--- src/rtl/context_switcher_pkg.sv ---
// context_switcher_pkg
//   Shared definitions for the context save/restore engine: FSM state
//   encoding, register-file write location codes, the frame indices that
//   hold HI and LO, and the frame address helper ctx_addr_gen.
package context_switcher_pkg;

    typedef enum logic [2:0] {
        ST_IDLE  = 3'd0,
        ST_SV_RD = 3'd1,
        ST_SV_WR = 3'd2,
        ST_RS_RD = 3'd3,
        ST_RS_WR = 3'd4,
        ST_DONE  = 3'd5
    } ctx_state_e;

    localparam logic [2:0] LOC_GPR = 3'b000;
    localparam logic [2:0] LOC_HI  = 3'b011;
    localparam logic [2:0] LOC_LO  = 3'b100;

    // Frame layout: words 0..31 are GPRs, then HI, then LO.
    localparam logic [5:0] IDX_HI = 6'd32;
    localparam logic [5:0] IDX_LO = 6'd33;

    // Byte address of frame word idx; wraps modulo 2^32 by construction.
    function automatic logic [31:0] ctx_addr_gen(input logic [31:0] base,
                                                 input logic [5:0]  idx,
                                                 input int unsigned stride);
        return base + stride * {26'b0, idx};
    endfunction

endpackage

--- src/rtl/context_switcher.sv ---
// context_switcher
//   Saves the 32 GPRs plus HI/LO to a memory frame (mode=0) or restores them
//   from it (mode=1). One frame word moves every two cycles.
// Ports:
//   clk, rst              clock, asynchronous active-high reset
//   start, mode, base_addr request (sampled in IDLE), direction, frame address
//   busy, done            non-IDLE indicator, one-cycle completion pulse
//   rf_raddr, rf_rdata    GPR read port (data one cycle after address)
//   rf_hi, rf_lo          current HI / LO values
//   rf_we, rf_loc, rf_waddr, rf_wdata   register-file write port
//   mem_addr, mem_wdata, mem_we, mem_re, mem_rdata   memory port
module context_switcher
    import context_switcher_pkg::*;
#(
    parameter int unsigned WORD_BYTES = 4
) (
    input  logic        clk,
    input  logic        rst,
    input  logic        start,
    input  logic        mode,
    input  logic [31:0] base_addr,
    output logic        busy,
    output logic        done,
    output logic [4:0]  rf_raddr,
    input  logic [31:0] rf_rdata,
    input  logic [31:0] rf_hi,
    input  logic [31:0] rf_lo,
    output logic        rf_we,
    output logic [2:0]  rf_loc,
    output logic [4:0]  rf_waddr,
    output logic [31:0] rf_wdata,
    output logic [31:0] mem_addr,
    output logic [31:0] mem_wdata,
    output logic        mem_we,
    output logic        mem_re,
    input  logic [31:0] mem_rdata
);

    ctx_state_e  state_q, state_d;
    logic [5:0]  idx_q, idx_d;
    logic [31:0] base_q, base_d;
    logic        busy_q, busy_d, done_q, done_d;
    logic        mem_we_q, mem_we_d, mem_re_q, mem_re_d, rf_we_q, rf_we_d;
    logic [31:0] mem_addr_q, mem_addr_d;
    logic [4:0]  rf_raddr_q, rf_raddr_d, rf_waddr_q, rf_waddr_d;
    logic [2:0]  rf_loc_q, rf_loc_d;

    // Next state, then control outputs decoded from the *next* state so the
    // registered outputs line up with the state they belong to.
    always_comb begin
        state_d = state_q;
        idx_d   = idx_q;
        base_d  = base_q;
        case (state_q)
            ST_IDLE: begin
                if (start) begin
                    base_d = base_addr & 32'hFFFF_FFFC;
                    if (mode) begin
                        idx_d   = 6'd1;   // r0 is never restored
                        state_d = ST_RS_RD;
                    end else begin
                        idx_d   = 6'd0;
                        state_d = ST_SV_RD;
                    end
                end
            end
            ST_SV_RD: state_d = ST_SV_WR;
            ST_SV_WR: begin
                if (idx_q == IDX_LO) state_d = ST_DONE;
                else begin
                    idx_d   = idx_q + 6'd1;
                    state_d = ST_SV_RD;
                end
            end
            ST_RS_RD: state_d = ST_RS_WR;
            ST_RS_WR: begin
                if (idx_q == IDX_LO) state_d = ST_DONE;
                else begin
                    idx_d   = idx_q + 6'd1;
                    state_d = ST_RS_RD;
                end
            end
            ST_DONE: state_d = ST_IDLE;
            default: state_d = ST_IDLE;
        endcase

        busy_d     = (state_d != ST_IDLE);
        done_d     = (state_d == ST_DONE);
        mem_we_d   = (state_d == ST_SV_WR);
        mem_re_d   = (state_d == ST_RS_RD);
        rf_we_d    = (state_d == ST_RS_WR);
        mem_addr_d = (mem_we_d || mem_re_d) ?
                     ctx_addr_gen(base_d, idx_d, WORD_BYTES) : 32'h0;
        rf_raddr_d = (state_d == ST_SV_RD) ? idx_d[4:0] : 5'd0;
        rf_loc_d   = LOC_GPR;
        rf_waddr_d = 5'd0;
        if (rf_we_d) begin
            if (idx_d == IDX_HI)      rf_loc_d = LOC_HI;
            else if (idx_d == IDX_LO) rf_loc_d = LOC_LO;
            else                      rf_waddr_d = idx_d[4:0];
        end
    end

    always_ff @(posedge clk or posedge rst) begin
        if (rst) begin
            state_q    <= ST_IDLE;
            idx_q      <= 6'd0;
            base_q     <= 32'h0;
            busy_q     <= 1'b0;
            done_q     <= 1'b0;
            mem_we_q   <= 1'b0;
            mem_re_q   <= 1'b0;
            rf_we_q    <= 1'b0;
            mem_addr_q <= 32'h0;
            rf_raddr_q <= 5'd0;
            rf_waddr_q <= 5'd0;
            rf_loc_q   <= LOC_GPR;
        end else begin
            state_q    <= state_d;
            idx_q      <= idx_d;
            base_q     <= base_d;
            busy_q     <= busy_d;
            done_q     <= done_d;
            mem_we_q   <= mem_we_d;
            mem_re_q   <= mem_re_d;
            rf_we_q    <= rf_we_d;
            mem_addr_q <= mem_addr_d;
            rf_raddr_q <= rf_raddr_d;
            rf_waddr_q <= rf_waddr_d;
            rf_loc_q   <= rf_loc_d;
        end
    end

    // Write data arrives during the write cycle itself (rf_rdata / mem_rdata
    // lag their address by one cycle), so these muxes stay combinational,
    // gated by the current state so they read zero whenever reset holds IDLE.
    always_comb begin
        mem_wdata = 32'h0;
        rf_wdata  = 32'h0;
        if (state_q == ST_SV_WR) begin
            if (idx_q == IDX_HI)      mem_wdata = rf_hi;
            else if (idx_q == IDX_LO) mem_wdata = rf_lo;
            else                      mem_wdata = rf_rdata;
        end
        if (state_q == ST_RS_WR) rf_wdata = mem_rdata;
    end

    assign busy     = busy_q;
    assign done     = done_q;
    assign mem_we   = mem_we_q;
    assign mem_re   = mem_re_q;
    assign rf_we    = rf_we_q;
    assign mem_addr = mem_addr_q;
    assign rf_raddr = rf_raddr_q;
    assign rf_waddr = rf_waddr_q;
    assign rf_loc   = rf_loc_q;

endmodule
--- config.mk ---
export PLATFORM = sky130hd
export DESIGN_NAME = context_switcher
export DESIGN_NICKNAME = d
export VERILOG_FILES = /design/src/rtl/context_switcher_pkg.sv /design/src/rtl/context_switcher.sv
export SDC_FILE = /design/constraint.sdc
export NUM_CORES = 1
export LEC_CHECK = 0
export ABC_AREA = 1
export CAP_MARGIN = 20
export CELL_PAD_IN_SITES_DETAIL_PLACEMENT = 1
export CELL_PAD_IN_SITES_GLOBAL_PLACEMENT = 2
export CORE_MARGIN = 8
export CORE_UTILIZATION = 22
export CTS_CLUSTER_SIZE = 24
export DETAILED_ROUTE_END_ITERATION = 16
export PLACE_DENSITY_LB_ADDON = 0.1
export SYNTH_ARGS = -nofsm -noshare
export SYNTH_HDL_FRONTEND = slang
export SYNTH_SLANG_ARGS = --single-unit
--- constraint.sdc ---
create_clock -name clk -period 7.82 [get_ports clk]
set_input_delay 1.564 -clock clk [delete_from_list [all_inputs] [get_ports clk]]
set_output_delay 1.564 -clock clk [all_outputs]
set_load 0.02 [all_outputs]
# Word-level counts from Yosys, hierarchy flattened
# Cells that the tools add are included.
# word_totals
elab_cells	54
in_bits	164
register_bits	91
output_inout_bits	114
# op_classes
add_sub_neg	2
n_reduce_logical	4
mux	23
eq_ne	13
# ops
op	count
two-way mux 32 bit	7
adder 32 x 8 -> 32 bit	1
== test 6 bit, second input constant	4
two-way mux 5 bit	4
two-way mux 3 bit	6
case mux 3 bit (5 select lines)	1
== test 3 x 2 -> 1 bit, second input constant	4
two-way mux 6 bit	2
case mux 6 bit (2 select lines)	1
== test 3 bit, second input constant	3
adder 6 x 1 -> 6 bit, second input constant	1
== test 3 x 1 -> 1 bit, second input constant	2
logical NOT 3 bit	1
nonzero test 3 bit	1
two-way mux 2 bit	1
OR reduction 2 bit	1
logical OR 1 bit	1
two-way mux 1 bit	1

# Longest topological paths before layout
# Gate-level depths: netlist of the first run.
# logic_depth
word_depth	7
ltp_mapped	21
mapped_depth_nobuf	21

# Least setup slack after synthesis of the first run
# OpenSTA, ideal clock, no wires.
# synth_timing
path_type	in2reg
from	input start
to	register mem_addr_q[21] (netlist: mem_addr[21])
setup_slack_ns	3.997
n_path_buf	2
arrival_time_ns	3.706
t_required_ns	7.703
stages	18
setup_ns	0.117
cell_sequence	buf_2 -> nand3_2 -> buf_2 -> or2_2 -> o21ai_0 -> inv_1 -> ha_1 -> nand2_1 -> nor2_1 -> nand2_1 -> nand3_1 -> nand3_1 -> nand2_1 -> nand2_1 -> nor2_2 -> nand2_1 -> nor2_1 -> nor2_1
# synth_via
word_cells_on_any_way	11
cone_classes	add/sub: 1; eq/ne: 2; mux: 7; reduce/logical: 1
# synth_lines
element	line_no	source
start, declared	context_switcher.sv:19	input logic start,
two-way mux 32 bit	context_switcher.sv:56	if (start) begin
two-way mux 32 bit	context_switcher.sv:54	case (state_q)
via base_d[3]	context_switcher.sv:41	logic [31:0] base_q, base_d;
adder 32 x 8 -> 32 bit	context_switcher_pkg.sv:28	return base + stride * {26'b0, idx};
two-way mux 32 bit	context_switcher.sv:92	mem_addr_d = (mem_we_d || mem_re_d) ?
via mem_addr_d[21]	context_switcher.sv:44	logic [31:0] mem_addr_q, mem_addr_d;
end signal, assigned	context_switcher.sv:127	mem_addr_q <= mem_addr_d;
end, declared	context_switcher.sv:44	
# The timed path passes the listed nets, and every way through them passes these cells.

# Final worst setup path of the first run
# layout_timing
from	input start
to	register mem_addr_q[28] (netlist: mem_addr[28])
# layout_via
word_cells_on_any_way	11
cone_classes	add/sub: 1; eq/ne: 2; mux: 7; reduce/logical: 1
# layout_lines
element	line_no	source
two-way mux 6 bit	context_switcher.sv:56	
case mux 6 bit (2 select lines)	context_switcher.sv:54	
via idx_d[0]	context_switcher.sv:40	logic [5:0] idx_q, idx_d;
adder 32 x 8 -> 32 bit	context_switcher_pkg.sv:28	
two-way mux 32 bit	context_switcher.sv:92	
via mem_addr_d[28]	context_switcher.sv:44	
# The timed path passes the listed nets, and every way through them passes these cells.

==> results of run 1 <==
[metal layers]
layer / up-vias / routed length, µm / GRT usage [%]
met4: 12 / 167 / 2.679
met5: - / 79 / 0
met3: 22 / 1592 / 4.496
met1: 2924 / 12570 / 20.85
met2: 169 / 11800 / 25.82
li1: 3312 / - / -
[cells in the mapped netlist]
cell type,n,share of area (%)
sky130_fd_sc_hd__o21ai_0,55,4.6
sky130_fd_sc_hd__xnor2_1,1,0.15
sky130_fd_sc_hd__ha_1,9,1.9
sky130_fd_sc_hd__nand3b_1,4,0.50
sky130_fd_sc_hd__nand2_1,315,20
sky130_fd_sc_hd__fa_1,1,0.34
sky130_fd_sc_hd__a2bb2oi_1,1,0.15
sky130_fd_sc_hd__inv_1,167,11
sky130_fd_sc_hd__xor2_1,2,0.29
sky130_fd_sc_hd__nand3_1,21,1.8
sky130_fd_sc_hd__nor3_1,5,0.42
sky130_fd_sc_hd__inv_2,7,0.44
sky130_fd_sc_hd__nor2_1,104,6.6
sky130_fd_sc_hd__dfrtp_1,90,38
sky130_fd_sc_hd__nor2_2,9,0.95
sky130_fd_sc_hd__nand2_4,3,0.57
sky130_fd_sc_hd__and3_1,1,0.11
sky130_fd_sc_hd__a22oi_4,1,0.36
sky130_fd_sc_hd__o21bai_1,1,0.13
sky130_fd_sc_hd__or2_2,6,0.63
sky130_fd_sc_hd__nand2_2,26,2.7
sky130_fd_sc_hd__nand4_1,7,0.74
sky130_fd_sc_hd__nor2_4,4,0.76
sky130_fd_sc_hd__buf_4,2,0.25
sky130_fd_sc_hd__a21oi_1,47,4.0
sky130_fd_sc_hd__buf_6,2,0.38
sky130_fd_sc_hd__o21ai_1,7,0.59
sky130_fd_sc_hd__clkbuf_1,16,1.0
sky130_fd_sc_hd__buf_2,9,0.76
sky130_fd_sc_hd__a31oi_1,2,0.21
sky130_fd_sc_hd__buf_1,3,0.19
sky130_fd_sc_hd__nand3_2,2,0.34
[registers in the layout, indices dropped and copies added (netlist names)]
register / cells
rf_raddr: 5
mem_we: 1
base_q: 32
busy: 1
rf_waddr: 5
state_q: 3
rf_we: 1
done: 1
rf_loc: 2
idx_q: 6
mem_re: 1
mem_addr: 32
[area by class of cell]
type | instances | area [µm²]
clock buffers | 9 | 225.2
flip-flops and latches | 90 | 2252
inverters | 174 | 655.6
fillers | 3366 | 17390
diodes | 2 | 5.005
repair buffers | 281 | 2798
clock inverters | 7 | 73.82
well taps | 341 | 426.7
multi-input cells | 634 | 2903
[tightest hold or removal path, cell delays in order, from the launching register on]
cell and delay [ns]:
sky130_fd_sc_hd__dfrtp_1 0.36, sky130_fd_sc_hd__inv_1 0.05, sky130_fd_sc_hd__nor2_1 0.05
[stage by stage]
step	instances	hold slack, ns	utilization, %
after floorplan	930	0.4482	-
after global placement	1520	0.4678	33.81
after detailed placement	1520	0.4776	33.81
after CTS	1536	0.4913	34.93
after global routing	1537	0.5058	34.93
final	1538	0.4865	34.94
[cells by family after synthesis]
| group | count (synthesis) | share of synthesized area (%) |
|---|---|---|
| flip-flops | 90 | 37.84 |
| buffers and inverters | 206 | 13.56 |
| XOR/XNOR | 3 | 0.4415 |
| AO/OA/AOI/OAI | 114 | 10.01 |
| AND/OR/NAND/NOR | 507 | 35.93 |
| adder cells (fa/ha/maj) | 10 | 2.228 |
[report_power, final]
group | internal, mW | leakage [nW] | switching (mW)
sequential | 0.465 | 1.12 | 0
combinational | 0.0951 | 3.94 | 0.0555
clock | 0.250 | 0.147 | 0.193
total | 0.811 | 5.20 | 0.248
[worst paths after layout]
kind,depth (start not counted),end
min in group asynchronous,2,rf_loc[1]
setup reg to reg,18,mem_addr[28]
max in group asynchronous,3,mem_addr[17]
setup / recovery,17,mem_addr[28]
hold / removal,2,base_q[0]
hold reg to reg,2,base_q[0]
==> flow_metrics.py, run 1 <==
metrics = {
    "synthesis": {
        "synth_cell_type_count": 32,
        "synth.ff_latch_count": 90,
        "synthesized_instance_count": 930,
        "ys_warn_count": 0,
        "syn-mean-instance-area_um2": 6.400,
        "synth_nets": 1104,
        "synth_cell_area_mm2": 0.005952,
        "synth_sequential_area_ratio_pct": 37.84,
    },
    "route": {
        "dr.pass1.iters": 4,
        "drt_iter0_markers": 282,
        "drc": 0,
        "detail_route.wirelength_um": 26210,
        "ant_nets": 0,
        "mean_number_of_vias_per_cell": 4.187,
        "vias": 6439,
        "wl_per_cell_um": 17.04,
    },
    "worst_hold_path": {
        "hold_sp": "base_q[0]",
        "worst_hold_path_type": "register to register",
    },
    "place": {
        "placed_cell_areas_mm2": 0.009035,
        "hpwlAfterDp_um": 20710,
        "place.gp.congestion": 0.7428,
        "io_buffer_count": 275,
        "pre_cts_ws_ns": 2.400,
    },
    "final_layout": {
        "final_layout_size_suffix_gt1_share_pct": 6.946,
        "syn2layout_area_growth_pct": 56.91,
        "most_common_cell_after_layout_fill_and_taps_aside": "sky130_fd_sc_hd__nand2_1",
        "finish.net_count": 1364,
        "final_cell_area_mm2": 0.009339,
        "layout_common_cells": "sky130_fd_sc_hd__nand2_1 (315), sky130_fd_sc_hd__clkdlybuf4s50_1 (275), sky130_fd_sc_hd__inv_1 (166)",
    },
    "sta": {
        "grt_setup_unrepaired": "no",
        "max_slew.worst_pin.slew_ns": 0.9917,
        "period_minus_slack_ns": 4.942,
        "post_layout_worst_setup_margin_ns": 2.878,
        "clock-skew-final_ns": 0.01102,
        "final_min_period_over_clock_period_pct": 63.20,
        "timing.slew.headroom_pct": 33.37,
        "setup_viol": 0,
        "max_freq_mhz": 202.3,
        "final_max_slew_viol_count": 0,
        "finalHoldViolCount": 0,
        "final_layout_setup_total_negative_slack_ns": 0,
    },
    "worst_setup_path": {
        "endpoint_kind": "register",
        "crit_buf_inv": 4,
        "worst_ep_required_time_ns": 8.05,
        "cpLargestDelayFamily": "simple AND/OR/NAND/NOR gates",
        "rr_startpoint": "state_q[2]",
        "worstSetupStartpoint": "start",
        "library_cell_appearing_most_often_on_the_critical_path": "sky130_fd_sc_hd__nor2_1",
        "cp.arrival_ns": 5.18,
        "cp-start-kind": "input port",
        "critical_path.slowest_cell": "sky130_fd_sc_hd__clkdlybuf4s50_1",
        "worst_path_largest_cell_delay_ns": 0.46,
        "max_fanout_on_critical_path": 39,
        "crit_path_cell_trace": "clkdlybuf4s50_1, buf_4, nand3_2, nor2_1, inv_1, nand3b_1, ha_1, inv_1, fa_1, nor3_1, nor2_1, nor2_4, nand2_1, nor2_1, nand3_1, nand2_1, nor2_1",
        "worstSetupPathType": "input port to register",
        "reg2reg_setup_slack_ns": 3.54,
    },
    "grt": {
        "gr-usage-all-layers_pct": 15.86,
        "pin_count_of_the_biggest_net_entering_global_routing": 65,
        "grt_pass1_vias": 6547,
        "grt_ovf": 0,
        "grt_first_pass_wirelength_um": 40690,
        "antenna_found_initial": 7,
    },
    "die": {
        "core_region_area_mm2": 0.02673,
        "die_y_um": 180.5,
        "fp-row-count": 60,
        "i_o_pin_count": 278,
        "die-width_um": 180.5,
        "design.die.area_mm2": 0.03257,
        "start_util_pct": 22.27,
    },
    "clocking": {
        "clk_latency_ns": 0.34,
        "clock_sinks": 90,
        "holdBufCountCts": 0,
        "setup_bufs_post_cts": 0,
        "clock_tree_from_tritoncts": "yes",
        "tritoncts.num_buffers": 9,
        "postCtsResizedCells": 0,
        "cts.htree.levels": 3,
        "clk_buf_depth": 2,
        "ctsRootBufferMaster": "sky130_fd_sc_hd__clkbuf_16",
        "clkTransAtPathRegs_ns": 0.07,
    },
    "power_and_ir_drop": {
        "total_power_mw": 1.059,
        "pwr_density_cell_mw_per_mm2": 113.4,
        "ir_worst_vdd_mv": 0.09758,
        "total_leakage_power_nw": 5.205,
    },
    "status": {
        "run_status": "completed",
    },
    "flow_run": {
        "max_cap_viol_count": 0,
    },
}
No activity file was read; power rests on OpenSTA's default activity.
==> run 2, diff against run 1 <==
CORE_UTILIZATION = 19   (was 22)
clock period = 4.25 ns   (was 7.82 ns; I/O delays follow)
==> flow_metrics.py, run 2 (synthesis gave the netlist of run 1 again) <==
metrics = {
    "sta": {
        "finalHoldViolCount": 0,
        "final_layout_setup_total_negative_slack_ns": 0,
        "max_freq_mhz": 271.1,
        "final_max_slew_viol_count": 0,
        "period_minus_slack_ns": 3.689,
        "max_slew.worst_pin.slew_ns": 0.9785,
        "timing.slew.headroom_pct": 34.26,
        "setup_viol": 0,
        "timing.hold.ws_ns": 0.4890,
        "final_min_period_over_clock_period_pct": 86.79,
        "clock-skew-final_ns": 0.01275,
        "grt_setup_unrepaired": "no",
    },
    "final_layout": {
        "syn2layout_area_growth_pct": 59.83,
        "most_common_cell_after_layout_fill_and_taps_aside": "sky130_fd_sc_hd__nand2_1",
        "final_layout_size_suffix_gt1_share_pct": 8.023,
        "finish.net_count": 1378,
        "final_cell_area_mm2": 0.009513,
        "layout_common_cells": "sky130_fd_sc_hd__nand2_1 (315), sky130_fd_sc_hd__clkdlybuf4s50_1 (275), sky130_fd_sc_hd__inv_1 (166)",
    },
    "route": {
        "drt_iter0_markers": 295,
        "wl_per_cell_um": 17.43,
        "ant_nets": 0,
        "detail_route.wirelength_um": 28120,
        "vias": 6559,
        "drc": 0,
        "dr.pass1.iters": 4,
        "mean_number_of_vias_per_cell": 4.066,
    },
    "clocking": {
        "setup_bufs_post_cts": 0,
        "clock_tree_from_tritoncts": "yes",
        "ctsRootBufferMaster": "sky130_fd_sc_hd__clkbuf_16",
        "clk_latency_ns": 0.36,
        "holdBufCountCts": 0,
        "clock_sinks": 90,
        "tritoncts.num_buffers": 9,
        "clkTransAtPathRegs_ns": 0.07,
        "postCtsResizedCells": 0,
        "clk_buf_depth": 2,
        "cts.htree.levels": 3,
    },
    "worst_setup_path": {
        "max_fanout_on_critical_path": 6,
        "endpoint_kind": "register",
        "worst_ep_required_time_ns": 4.53,
        "cp.arrival_ns": 3.97,
        "cp-start-kind": "input port",
        "worstSetupPathType": "input port to register",
    },
    "grt": {
        "grt_first_pass_wirelength_um": 41730,
        "gr-usage-all-layers_pct": 14.77,
        "pin_count_of_the_biggest_net_entering_global_routing": 59,
        "grt_ovf": 0,
        "antenna_found_initial": 6,
        "grt_pass1_vias": 6699,
    },
    "die": {
        "die_y_um": 193.0,
        "die-width_um": 193.0,
        "start_util_pct": 19.06,
        "i_o_pin_count": 278,
        "design.die.area_mm2": 0.03725,
        "fp-row-count": 65,
        "core_region_area_mm2": 0.03123,
    },
    "power_and_ir_drop": {
        "pwr_density_cell_mw_per_mm2": 204.3,
        "total_leakage_power_nw": 5.268,
        "total_power_mw": 1.943,
        "ir_worst_vdd_mv": 0.1602,
    },
    "worst_hold_path": {
        "worst_hold_path_type": "register to register",
    },
    "place": {
        "placed_cell_areas_mm2": 0.009216,
        "place.gp.congestion": 0.7589,
        "hpwlAfterDp_um": 22480,
        "io_buffer_count": 275,
    },
    "flow_run": {
        "max_cap_viol_count": 0,
    },
    "status": {
        "run_status": "completed",
    },
}
[run 2: cell count changes in the layout (fill, tap and decap cells not counted)]
cell | previous run | this run
sky130_fd_sc_hd__buf_4 | 6 | 20
sky130_fd_sc_hd__bufinv_16 | 1 | 0
sky130_fd_sc_hd__clkinv_2 | 2 | 0
sky130_fd_sc_hd__clkinv_4 | 0 | 2
sky130_fd_sc_hd__clkinvlp_4 | 1 | 0
sky130_fd_sc_hd__inv_8 | 0 | 2
[run 2: area by class of cell]
type	instances	area, µm²
tap	402	503.0
antenna	2	5.005
clock buffer	9	225.2
timing repair buffer	295	2903
fill	3870	21720
multi-input combinational	634	2903
sequential	90	2252
clock inverter	7	66.31
inverter	174	655.6
[run 2: per-stage QoR]
| stage | setup WS [ns] | utilization [%] | cells |
|---|---|---|---|
| after global placement | 0.1647 | 29.51 | 1595 |
| after floorplan | 1.065 | - | 930 |
| after global routing | 0.2631 | 30.44 | 1611 |
| after detailed placement | 0.07279 | 29.51 | 1595 |
| after CTS | 0.4417 | 30.44 | 1611 |
| final | 0.5614 | 30.46 | 1613 |
[run 2: path summary, 6_finish.rpt]
path,slack (ns),endpoint,startpoint,cells after the start
max in group asynchronous,2.48,base_q[30],rst,3
setup / recovery,0.56,mem_addr[21],start,19
min in group asynchronous,0.99,mem_we,rst,2
hold / removal,0.49,base_q[1],base_q[1],2
hold reg to reg,0.49,base_q[1],base_q[1],2
setup reg to reg,0.81,mem_addr[28],state_q[1],18
[run 2: critical path: stages]
cell and delay [ns]:
sky130_fd_sc_hd__clkdlybuf4s50_1 0.54, sky130_fd_sc_hd__nand3_2 0.20, sky130_fd_sc_hd__buf_4 0.22, sky130_fd_sc_hd__or2_2 0.26
sky130_fd_sc_hd__o21ai_0 0.15, sky130_fd_sc_hd__inv_1 0.10, sky130_fd_sc_hd__ha_1 0.32, sky130_fd_sc_hd__nand2_1 0.05
sky130_fd_sc_hd__nor2_1 0.10, sky130_fd_sc_hd__nand2_1 0.05, sky130_fd_sc_hd__nand3_1 0.14, sky130_fd_sc_hd__nand3_1 0.09
sky130_fd_sc_hd__nand2_1 0.21, sky130_fd_sc_hd__nand2_1 0.12, sky130_fd_sc_hd__nor2_2 0.21, sky130_fd_sc_hd__nand2_1 0.13
sky130_fd_sc_hd__nand2_1 0.07, sky130_fd_sc_hd__nand2_1 0.05, sky130_fd_sc_hd__nor2_1 0.11
[run 2: where the power goes]
| group | internal (mW) | switching [mW] | total [mW] |
|---|---|---|---|
| clock | 0.414 | 0.393 | 0.807 |
| sequential | 0.856 | 0 | 0.856 |
| combinational | 0.176 | 0.104 | 0.280 |
[run 2: metal layers]
metal / track usage [%] / part of all wire, % / vias to the layer above
li1: - / - / 3339
met1: 19.84 / 48 / 3021
met2: 23.71 / 44 / 171
met3: 3.777 / 7.2 / 20
met4: 2.929 / 0.76 / 8
met5: 0 / 0.16 / -
